<file path="src/rtl/rv32_muldiv_seq.sv">
// Iterative RV32M multiply/divide unit: one shared 32-step shift-add / restoring-divide
// datapath behind valid/ready handshakes, with ISA-exact divide-by-zero and overflow results.
module rv32_muldiv_seq #(
    parameter int unsigned XLEN  = 32,
    parameter int unsigned TAG_W = 5
) (
    input  logic             clk,
    input  logic             rst,
    input  logic             flush,
    input  logic             in_valid,
    output logic             in_ready,
    input  logic [2:0]       in_funct3,
    input  logic [XLEN-1:0]  in_rs1,
    input  logic [XLEN-1:0]  in_rs2,
    input  logic [TAG_W-1:0] in_tag,
    output logic             out_valid,
    input  logic             out_ready,
    output logic [XLEN-1:0]  out_result,
    output logic [TAG_W-1:0] out_tag,
    output logic             busy
);
    localparam int unsigned      CNT_W     = 6;
    localparam int unsigned      ACC_W     = 2 * XLEN;
    localparam logic [CNT_W-1:0] LAST_STEP = CNT_W'(XLEN - 1);
    localparam logic [XLEN-1:0]  MOST_NEG  = {1'b1, {(XLEN-1){1'b0}}};

    typedef enum logic [1:0] {S_IDLE, S_MUL, S_DIV, S_DONE} state_e;

    state_e           state_q, state_d;
    logic [1:0]       op_q, op_d;
    logic [TAG_W-1:0] tag_q, tag_d;
    logic             sa_q, sa_d;
    logic             sb_q, sb_d;
    logic [XLEN-1:0]  b_q, b_d;
    logic [ACC_W-1:0] acc_q, acc_d;
    logic [CNT_W-1:0] cnt_q, cnt_d;
    logic [XLEN-1:0]  res_q, res_d;

    // Operand signedness and magnitudes, decoded from the incoming funct3
    logic            rs1_signed, rs2_signed, sign_a, sign_b, is_ovf;
    logic [XLEN-1:0] mag_a, mag_b;

    assign rs1_signed = in_funct3[2] ? ~in_funct3[0] : (in_funct3[1:0] != 2'b11);
    assign rs2_signed = in_funct3[2] ? ~in_funct3[0] : ~in_funct3[1];
    assign sign_a     = rs1_signed & in_rs1[XLEN-1];
    assign sign_b     = rs2_signed & in_rs2[XLEN-1];
    assign mag_a      = sign_a ? -in_rs1 : in_rs1;
    assign mag_b      = sign_b ? -in_rs2 : in_rs2;
    assign is_ovf     = ~in_funct3[0] & (in_rs1 == MOST_NEG) & (&in_rs2);

    // acc holds {high, low}: product/multiplier for MUL, remainder/dividend-quotient for DIV
    logic [XLEN:0]    mul_sum, div_shift, div_trial;
    logic             div_ge;
    logic [ACC_W-1:0] mul_next, div_next, prod;
    logic [XLEN-1:0]  quo, rem, mul_res, div_res;

    assign mul_sum   = {1'b0, acc_q[ACC_W-1:XLEN]} + (acc_q[0] ? {1'b0, b_q} : '0);
    assign mul_next  = {mul_sum, acc_q[XLEN-1:1]};
    assign div_shift = {acc_q[ACC_W-1:XLEN], acc_q[XLEN-1]};
    assign div_trial = div_shift - {1'b0, b_q};
    assign div_ge    = ~div_trial[XLEN];
    assign div_next  = {div_ge ? div_trial[XLEN-1:0] : div_shift[XLEN-1:0],
                        acc_q[XLEN-2:0], div_ge};

    // Sign correction applied on the final step
    assign prod    = (sa_q ^ sb_q) ? -mul_next : mul_next;
    assign mul_res = (op_q == 2'b00) ? prod[XLEN-1:0] : prod[ACC_W-1:XLEN];
    assign quo     = div_next[XLEN-1:0];
    assign rem     = div_next[ACC_W-1:XLEN];
    assign div_res = op_q[1] ? (sa_q ? -rem : rem) : ((sa_q ^ sb_q) ? -quo : quo);

    always_ff @(posedge clk or posedge rst) begin
        if (rst) begin
            state_q <= S_IDLE;
        end else begin
            state_q <= state_d;
        end
    end

    always_ff @(posedge clk or posedge rst) begin
        if (rst) begin
            op_q  <= '0;
            tag_q <= '0;
            sa_q  <= 1'b0;
            sb_q  <= 1'b0;
            b_q   <= '0;
            acc_q <= '0;
            cnt_q <= '0;
            res_q <= '0;
        end else begin
            op_q  <= op_d;
            tag_q <= tag_d;
            sa_q  <= sa_d;
            sb_q  <= sb_d;
            b_q   <= b_d;
            acc_q <= acc_d;
            cnt_q <= cnt_d;
            res_q <= res_d;
        end
    end

    always_comb begin
        state_d = state_q;
        op_d    = op_q;
        tag_d   = tag_q;
        sa_d    = sa_q;
        sb_d    = sb_q;
        b_d     = b_q;
        acc_d   = acc_q;
        cnt_d   = cnt_q;
        res_d   = res_q;
        if (flush) begin
            state_d = S_IDLE;
            cnt_d   = '0;
            res_d   = '0;
        end else begin
            case (state_q)
                S_IDLE: begin
                    if (in_valid) begin
                        op_d  = in_funct3[1:0];
                        tag_d = in_tag;
                        sa_d  = sign_a;
                        sb_d  = sign_b;
                        b_d   = mag_b;
                        acc_d = {{XLEN{1'b0}}, mag_a};
                        cnt_d = '0;
                        if (!in_funct3[2]) begin
                            state_d = S_MUL;
                        end else if (in_rs2 == '0) begin
                            state_d = S_DONE;
                            res_d   = in_funct3[1] ? in_rs1 : '1;
                        end else if (is_ovf) begin
                            state_d = S_DONE;
                            res_d   = in_funct3[1] ? '0 : MOST_NEG;
                        end else begin
                            state_d = S_DIV;
                        end
                    end
                end
                S_MUL: begin
                    acc_d = mul_next;
                    cnt_d = cnt_q + CNT_W'(1);
                    if (cnt_q == LAST_STEP) begin
                        state_d = S_DONE;
                        cnt_d   = '0;
                        res_d   = mul_res;
                    end
                end
                S_DIV: begin
                    acc_d = div_next;
                    cnt_d = cnt_q + CNT_W'(1);
                    if (cnt_q == LAST_STEP) begin
                        state_d = S_DONE;
                        cnt_d   = '0;
                        res_d   = div_res;
                    end
                end
                S_DONE: begin
                    if (out_ready) begin
                        state_d = S_IDLE;
                        res_d   = '0;
                    end
                end
                default: state_d = S_IDLE;
            endcase
        end
    end

    always_comb begin
        in_ready   = (state_q == S_IDLE);
        out_valid  = (state_q == S_DONE);
        busy       = (state_q != S_IDLE);
        out_result = res_q;
        out_tag    = tag_q;
    end

endmodule

</file>
<file path="config.mk">
export PLATFORM = sky130hd
export DESIGN_NAME = rv32_muldiv_seq
export DESIGN_NICKNAME = d
export VERILOG_FILES = /design/src/rtl/rv32_muldiv_seq.sv
export SDC_FILE = /design/constraint.sdc
export NUM_CORES = 1
export LEC_CHECK = 0
export CAP_MARGIN = 15
export CELL_PAD_IN_SITES_DETAIL_PLACEMENT = 0
export CELL_PAD_IN_SITES_GLOBAL_PLACEMENT = 2
export CORE_MARGIN = 2
export CORE_UTILIZATION = 39
export CTS_BUF_LIST = sky130_fd_sc_hd__clkbuf_4
export DETAILED_ROUTE_END_ITERATION = 6
export PLACE_DENSITY = 0.95
export RECOVER_POWER = 25
export SLEW_MARGIN = 10
export SYNTH_ARGS = -nofsm -noshare
export SYNTH_HDL_FRONTEND = slang
export SYNTH_SLANG_ARGS = --single-unit
</file>
<file path="constraint.sdc">
create_clock -name clk -period 13.95 [get_ports clk]
set_input_delay 2.0925 -clock clk [delete_from_list [all_inputs] [get_ports clk]]
set_output_delay 2.0925 -clock clk [all_outputs]
set_load 0.005 [all_outputs]
</file>
==> results.cfg, run 1 <==
[clock_network]
htreeDepth = 4
insertion_delay_ps = 690
tritoncts = built
path_clk_slew_ps = 170
post-cts-setup-buffers = 0
cts_buffer_depth = 2
postCtsResizedCells = 0
holdBufCountCts = 0
cts_buffers = 17
clock_sinks = 145
root_buffer = clkbuf_4

[sta]
skew_ps = 50.0
clock.fmax_mhz = 147
min_period_ps = 6810
timing_hold_violations_final = 0
fin_crit_sh_pct = 48.8
slew_headroom_pct = -164
worstMarginPinSlew_ps = 3940
finalSetupTns_ps = 0
rsz0062_at_grt = false
drv_slew = 118
finalSetupViolations = 0
fin_ws_ps = 7140

[worst_setup_path]
cpPeakStageDelay_ps = 1050
crit_buf_inv = 5
cp_cell_sequence = inv_1 > ha_1 > fa_1 > nand2b_1 > a211oi_2 > o311a_1 > and3_1 > o21ai_0 > o211a_2 > inv_1 > buf_4 > o21ai_0 > inv_1 > ha_1 > inv_1 > or4_1 > o41ai_1 > a41oi_1 > xnor2_1 > a2111o_1 > o211ai_1
critical_path_class = register to register
cp_max_fo = 49
cp_slowest_cell = o41ai_1
crit_family = compound AO/OA/AOI/OAI gates
start_kind = register
ff2ff_path_depth = 21
cp_data_arrival_time_ps = 7430
endpoint_kind = register
crit_required_ps = 14570
cp.depth = 21
r2r-start = acc_q[31]$_DFFE_PP0P_
worst_path_most_repeated_cell = inv_1
r2r_slack_ps = 7140
reg2reg_to = out_result[26]$_DFFE_PP0P_

[floorplanning]
die-area_mm2 = 0.0443
io_pins = 117
core_area_mm2 = 0.0420
initial_core_util_pct = 39.6
rows = 75
fp.dieH_um = 211
fp.dieW_um = 211

[logic_synthesis]
async_flop_share_pct = 100
syn_nets = 2454
ys_warn_count = 0
synth_edf_count = 0
synth_area_per_cell_um2 = 7.23
synth_top_area_cell = dfrtp_1
synthAdderAreaFrac_pct = 5.88
synth_flop_cell = dfrtp_1
synth_area_leaders = dfrtp_1, nand2_1, o21ai_0
syn_area_mm2 = 0.0166
yosys.area_share.simple_pct = 24.2
ys_seq_area_share_pct = 21.8
synth_compound_area_share_pct = 29.2
yosysUniqueCellTypes = 94
synth_top_family_by_area = compound AO/OA/AOI/OAI gates
synth_top_area_share_pct = 21.8
yosys_register_bits = 145
synth_xor_xnor_area_share_pct = 11.0
synth_cells = 2300
synth_mux_area_share_pct = 2.25

[global_routing]
grtUsageMet2_pct = 45.8
overflow = 0
grt_max_degree = 94
grt_pass1_vias = 16600
gr-max-usage-layer = met2
use_met1_pct = 38.8
antenna_found_initial = 3
grtUsageTotal_pct = 28.7
grt_pass1_wl_um = 97900
grt_util_met3_pct = 4.68

[route]
drc_errors = 0
vias = 17800
drtAntennaViolNets = 0
drt_wl_total_um = 64300
routedWlPerCell_um = 22.6
vias_per_cell = 6.24
first_pass_iters = 6
drtIter0Drc = 1587

[pwr]
power_density_mw_per_mm2 = 226
swShare_pct = 56.9
switching_power_w = 0.00236
total_power_w = 0.00414
p_leak_nw = 7.57
seq_power_share_pct = 18.9
internal-power_w = 0.00178
clkPwrFrac_pct = 7.3
combinationalPowerShare_pct = 73.8
peakVddDrop_mv = 0.226

[outcome]
violations = capacitance limit, slew limit
status = finished with violations

[min_path]
min_path_cells = 1
hold_path.class = register to register
hold_end = cnt_q[5]$_DFFE_PP0P_
min-delay-start = cnt_q[5]$_DFFE_PP0P_

[placement]
post-place-ws_ps = 7340
place_hpwl_um = 49100
portBuffers = 116
routabilityCongestion = 0.979
dp.cells = 2811

[cells_and_area]
register_area_mm2 = 0.00363
post-route-util_pct = 43.6
fill_cells = 4358
drive_above_1_share_pct = 4.95
area_growth_pct = 10.2
multi_input_area_mm2 = 0.0121
nets = 2446
stdcell_count = 2845

[job]
cap_violations = 2
sequential cells by signal, summed over array words and instances, names as in the netlist:
signal,flops
op_q,2
sb_q,1
acc_q,64
out_result,32
cnt_q,6
b_q,32
out_tag,5
sa_q,1
state_q,2
worst register-to-register path, stage by stage (launching register included):
cell and delay [ps]:
dfrtp_1 530, inv_1 150, ha_1 250, fa_1 410, nand2b_1 220, a211oi_2 400, o311a_1 380, and3_1 250
o21ai_0 140, o211a_2 200, inv_1 160, buf_4 500, o21ai_0 240, inv_1 100, ha_1 140, inv_1 80
or4_1 560, o41ai_1 1050, a41oi_1 280, xnor2_1 210, a2111o_1 400, o211ai_1 100
cells in the final DEF (no fill, tap or decap), drive strengths merged, types with 69 or more instances in the layout:
cell           Yosys  final
nand2            325    325
o21ai            235    235
nor2             210    210
a21oi            153    153
dfrtp            145    145
xnor2            117    117
clkdlybuf4s50      0    115
xor2              92     92
ha                75     75
inv               70     69
layer usage:
metal / part of all wire (%) / up-vias
met4: 3.7 / 2
li1: - / 8326
met1: 44 / 8552
met2: 46 / 752
met3: 6.6 / 129
met5: 0.020 / -
cells in the mapped netlist, drive strengths merged (49+ instances only):
library cell	count
nand2	325
o21ai	235
nor2	210
a21oi	153
dfrtp	145
clkbuf	142
xnor2	117
xor2	92
ha	75
inv	70
o31ai	59
a221oi	49
cell families after synthesis:
| logic type | Yosys count |
|---|---|
| buffers and inverters | 240 |
| AOI/OAI and AO/OA | 747 |
| and+or+nand+nor | 846 |
| DFF | 145 |
| muxes | 36 |
| xor gates and xnor gates | 209 |
| adders and majority gates | 77 |
how the worst max path moves through the flow:
stage,startpoint,endpoint,slack [ps]
floorplan,rst,acc_q[0]$_DFFE_PP0P_,7960
global route,acc_q[31]$_DFFE_PP0P_,out_result[26]$_DFFE_PP0P_,6820
detailed placement,in_rs2[0],out_result[31]$_DFFE_PP0P_,7340
CTS,acc_q[31]$_DFFE_PP0P_,out_result[26]$_DFFE_PP0P_,7400
finish,acc_q[31]$_DFFE_PP0P_,out_result[26]$_DFFE_PP0P_,7140
global placement,in_rs2[0],out_result[31]$_DFFE_PP0P_,7460
stage by stage:
step	instance area (um2)	hold slack (ps)
2_1_floorplan	16600	446
3_3_place_gp	18000	463
3_5_place_dp	18000	470
4_1_cts	18300	491
5_1_grt	18300	511
6_report	18300	488
cell type report:
type	count	share of cell area, %
Antenna cell	3	0.0410
Clock buffer	19	0.778
Sequential cell	145	19.8
Clock inverter	11	0.771
Tap cell	539	3.68
Timing Repair Buffer	141	7.38
Inverter	72	1.48
Multi-Input combinational cell	1915	66.1
power groups by stage:
| stage | logic [W] | clock network [W] | registers, W |
|---|---|---|---|
| 2_1_floorplan | 0.00217 | 0 | 0.000658 |
| 3_3_place_gp | 0.00297 | 0 | 0.000780 |
| 3_5_place_dp | 0.00299 | 0 | 0.000790 |
| 4_1_cts | 0.00300 | 0.000309 | 0.000780 |
| 5_1_grt | 0.00331 | 0.000326 | 0.000806 |
| 6_report | 0.00306 | 0.000304 | 0.000782 |
(Power assumes the default switching activity.)
==> inputs of run 2 (changes only) <==
--- a/config.mk
+++ b/config.mk
@@ -9,10 +9,10 @@
 export CELL_PAD_IN_SITES_DETAIL_PLACEMENT = 0
 export CELL_PAD_IN_SITES_GLOBAL_PLACEMENT = 2
 export CORE_MARGIN = 2
-export CORE_UTILIZATION = 39
+export CORE_UTILIZATION = 32
 export CTS_BUF_LIST = sky130_fd_sc_hd__clkbuf_4
 export DETAILED_ROUTE_END_ITERATION = 6
-export PLACE_DENSITY = 0.95
+export PLACE_DENSITY = 0.84
 export RECOVER_POWER = 25
 export SLEW_MARGIN = 10
 export SYNTH_ARGS = -nofsm -noshare
==> constraint.sdc (replaced) <==
create_clock -name clk -period 5.5 [get_ports clk]
set_input_delay 0.825 -clock clk [delete_from_list [all_inputs] [get_ports clk]]
set_output_delay 0.825 -clock clk [all_outputs]
set_load 0.005 [all_outputs]
==> results.cfg, run 2 (synthesis results as in run 1) <==
[outcome]
status = finished with violations
violations = capacitance limit, slew limit

[sta]
slew_headroom_pct = -163
skew_ps = 29.9
drv_slew = 86
worstMarginPinSlew_ps = 3940
clock.fmax_mhz = 193
timing_hold_violations_final = 0
holdWs_ps = 489
fin_crit_sh_pct = 94.1
finalSetupViolations = 0
min_period_ps = 5180

[worst_setup_path]
worst_path_most_repeated_cell = o21ai_0
critical_path_class = register to register
cpPeakStageDelay_ps = 690
cp_slowest_cell = ha_1
crit_buf_inv = 3
cp_data_arrival_time_ps = 5900
start_kind = register
cp_max_fo = 47
crit_required_ps = 6220
crit_family = compound AO/OA/AOI/OAI gates
endpoint_kind = register
cp_cell_sequence = inv_1 > ha_1 > fa_1 > nand2b_1 > a211oi_4 > o311a_1 > and3_1 > o21ai_0 > o211a_2 > clkinvlp_4 > buf_4 > ha_1 > nand4_1 > o21ai_0 > xor2_1 > o21ai_0 > a31oi_1 > o211ai_1 > a22o_1

[placement]
routabilityCongestion = 0.920
portBuffers = 116
place_hpwl_um = 53000

[pwr]
peakVddDrop_mv = 0.624
total_power_w = 0.0108
p_leak_nw = 7.86
power_density_mw_per_mm2 = 567

[cells_and_area]
regMostFlops = acc_q
drive_above_1_share_pct = 7.67
nets = 2501
final_common_cell = nand2_1
final_cell_mix = nand2_1, o21ai_0, nor2_1
fill_cells = 5492
register_area_mm2 = 0.00363
multi_input_area_mm2 = 0.0122
largest_register_ffs = 64
area_growth_pct = 13.9

[global_routing]
grt_pass1_wl_um = 106000
antenna_found_initial = 2
grt_max_degree = 94
grtUsageTotal_pct = 25.8
overflow = 0
grt_pass1_vias = 17300

[route]
vias_per_cell = 5.88
routedWlPerCell_um = 22.8
drtAntennaViolNets = 0
drtIter0Drc = 1802
vias = 17900
drt_wl_total_um = 69400
drc_errors = 0
first_pass_iters = 7

[clock_network]
tritoncts = built
cts_buffer_depth = 2
path_clk_slew_ps = 160
htreeDepth = 4
clock_sinks = 145
post-cts-setup-buffers = 0
cts_buffers = 17
insertion_delay_ps = 810
root_buffer = clkbuf_4

[floorplanning]
rows = 83
initial_core_util_pct = 32.4
fp.dieW_um = 232
die-area_mm2 = 0.0538
core_area_mm2 = 0.0514
io_pins = 117
fp.dieH_um = 232

[min_path]
hold_path.class = register to register

[job]
cap_violations = 1
run 2: changes by cell type in the layout (fill, tap and decap cells not counted), moves of 2 or more:
cell,change
buf_4,+57
clkbuf_4,-2
clkinv_2,+3
clkinvlp_4,+4
nor3_1,-2
nor3_2,+2
o41ai_1,-2
o41ai_2,+2
run 2: layout make-up:
type	count	share of cell area, %
multi-input cells	1915	64.1
flip-flops and latches	145	19.1
repair buffers	196	9.29
well taps	680	4.49
inverters	72	1.45
clock inverters	15	0.766
clock buffers	17	0.673
diodes	4	0.0528
run 2: stage by stage:
step | TNS, ps | cell area [um2] | setup slack, ps | util [%] | std cells
floorplan | 0 | 16700 | 8.92 | - | 2300
global placement | 0 | 18700 | 333 | 36.3 | 3008
detailed placement | 0 | 18700 | 332 | 36.3 | 3008
CTS | 0 | 18900 | 277 | 36.8 | 3040
global route | -11.8 | 19000 | -6.60 | 36.9 | 3044
finish | 0 | 19000 | 322 | 36.9 | 3044
run 2: report_power, final:
part	switching (W)	internal, W
logic	0.00507	0.00293
registers	0.000509	0.00146
clock network	0.000520	0.000265
total	0.00610	0.00465
run 2: layer usage:
metal | GRT usage [%] | wire, um | up-vias
li1 | - | - | 8460
met3 | 3.18 | 3580 | 92
met1 | 35.2 | 31400 | 8743
met5 | 0 | 0 | -
met2 | 41.5 | 32300 | 606
met4 | 9.62 | 2170 | 0
run 2: repair_timing:
item	CTS	global route
endpoints found under the setup margin	0	5
hold buffers	0	0
gates resized for setup	0	7
run 2: final timing paths:
path | start | endpoint | slack [ps] | cells after the start
worst max-delay path | acc_q[31]$_DFFE_PP0P_ | out_result[24]$_DFFE_PP0P_ | 320 | 19
worst min register to register | cnt_q[5]$_DFFE_PP0P_ | cnt_q[5]$_DFFE_PP0P_ | 490 | 1
min in group asynchronous | rst | acc_q[40]$_DFFE_PP0P_ | 1880 | 2
worst min-delay path | cnt_q[5]$_DFFE_PP0P_ | cnt_q[5]$_DFFE_PP0P_ | 490 | 1
max in group asynchronous | rst | out_result[27]$_DFFE_PP0P_ | 1320 | 2
worst max register to register | acc_q[31]$_DFFE_PP0P_ | out_result[24]$_DFFE_PP0P_ | 320 | 19
run 2: worst reg2reg max path, cell delays in order, from the launching register on:
cell and delay, ps:
dfrtp_1 370, inv_1 60, ha_1 220, fa_1 410
nand2b_1 220, a211oi_4 280, o311a_1 270, and3_1 240
o21ai_0 150, o211a_2 180, clkinvlp_4 160, buf_4 510
ha_1 700, nand4_1 270, o21ai_0 270, xor2_1 160
o21ai_0 90, a31oi_1 210, o211ai_1 120, a22o_1 200
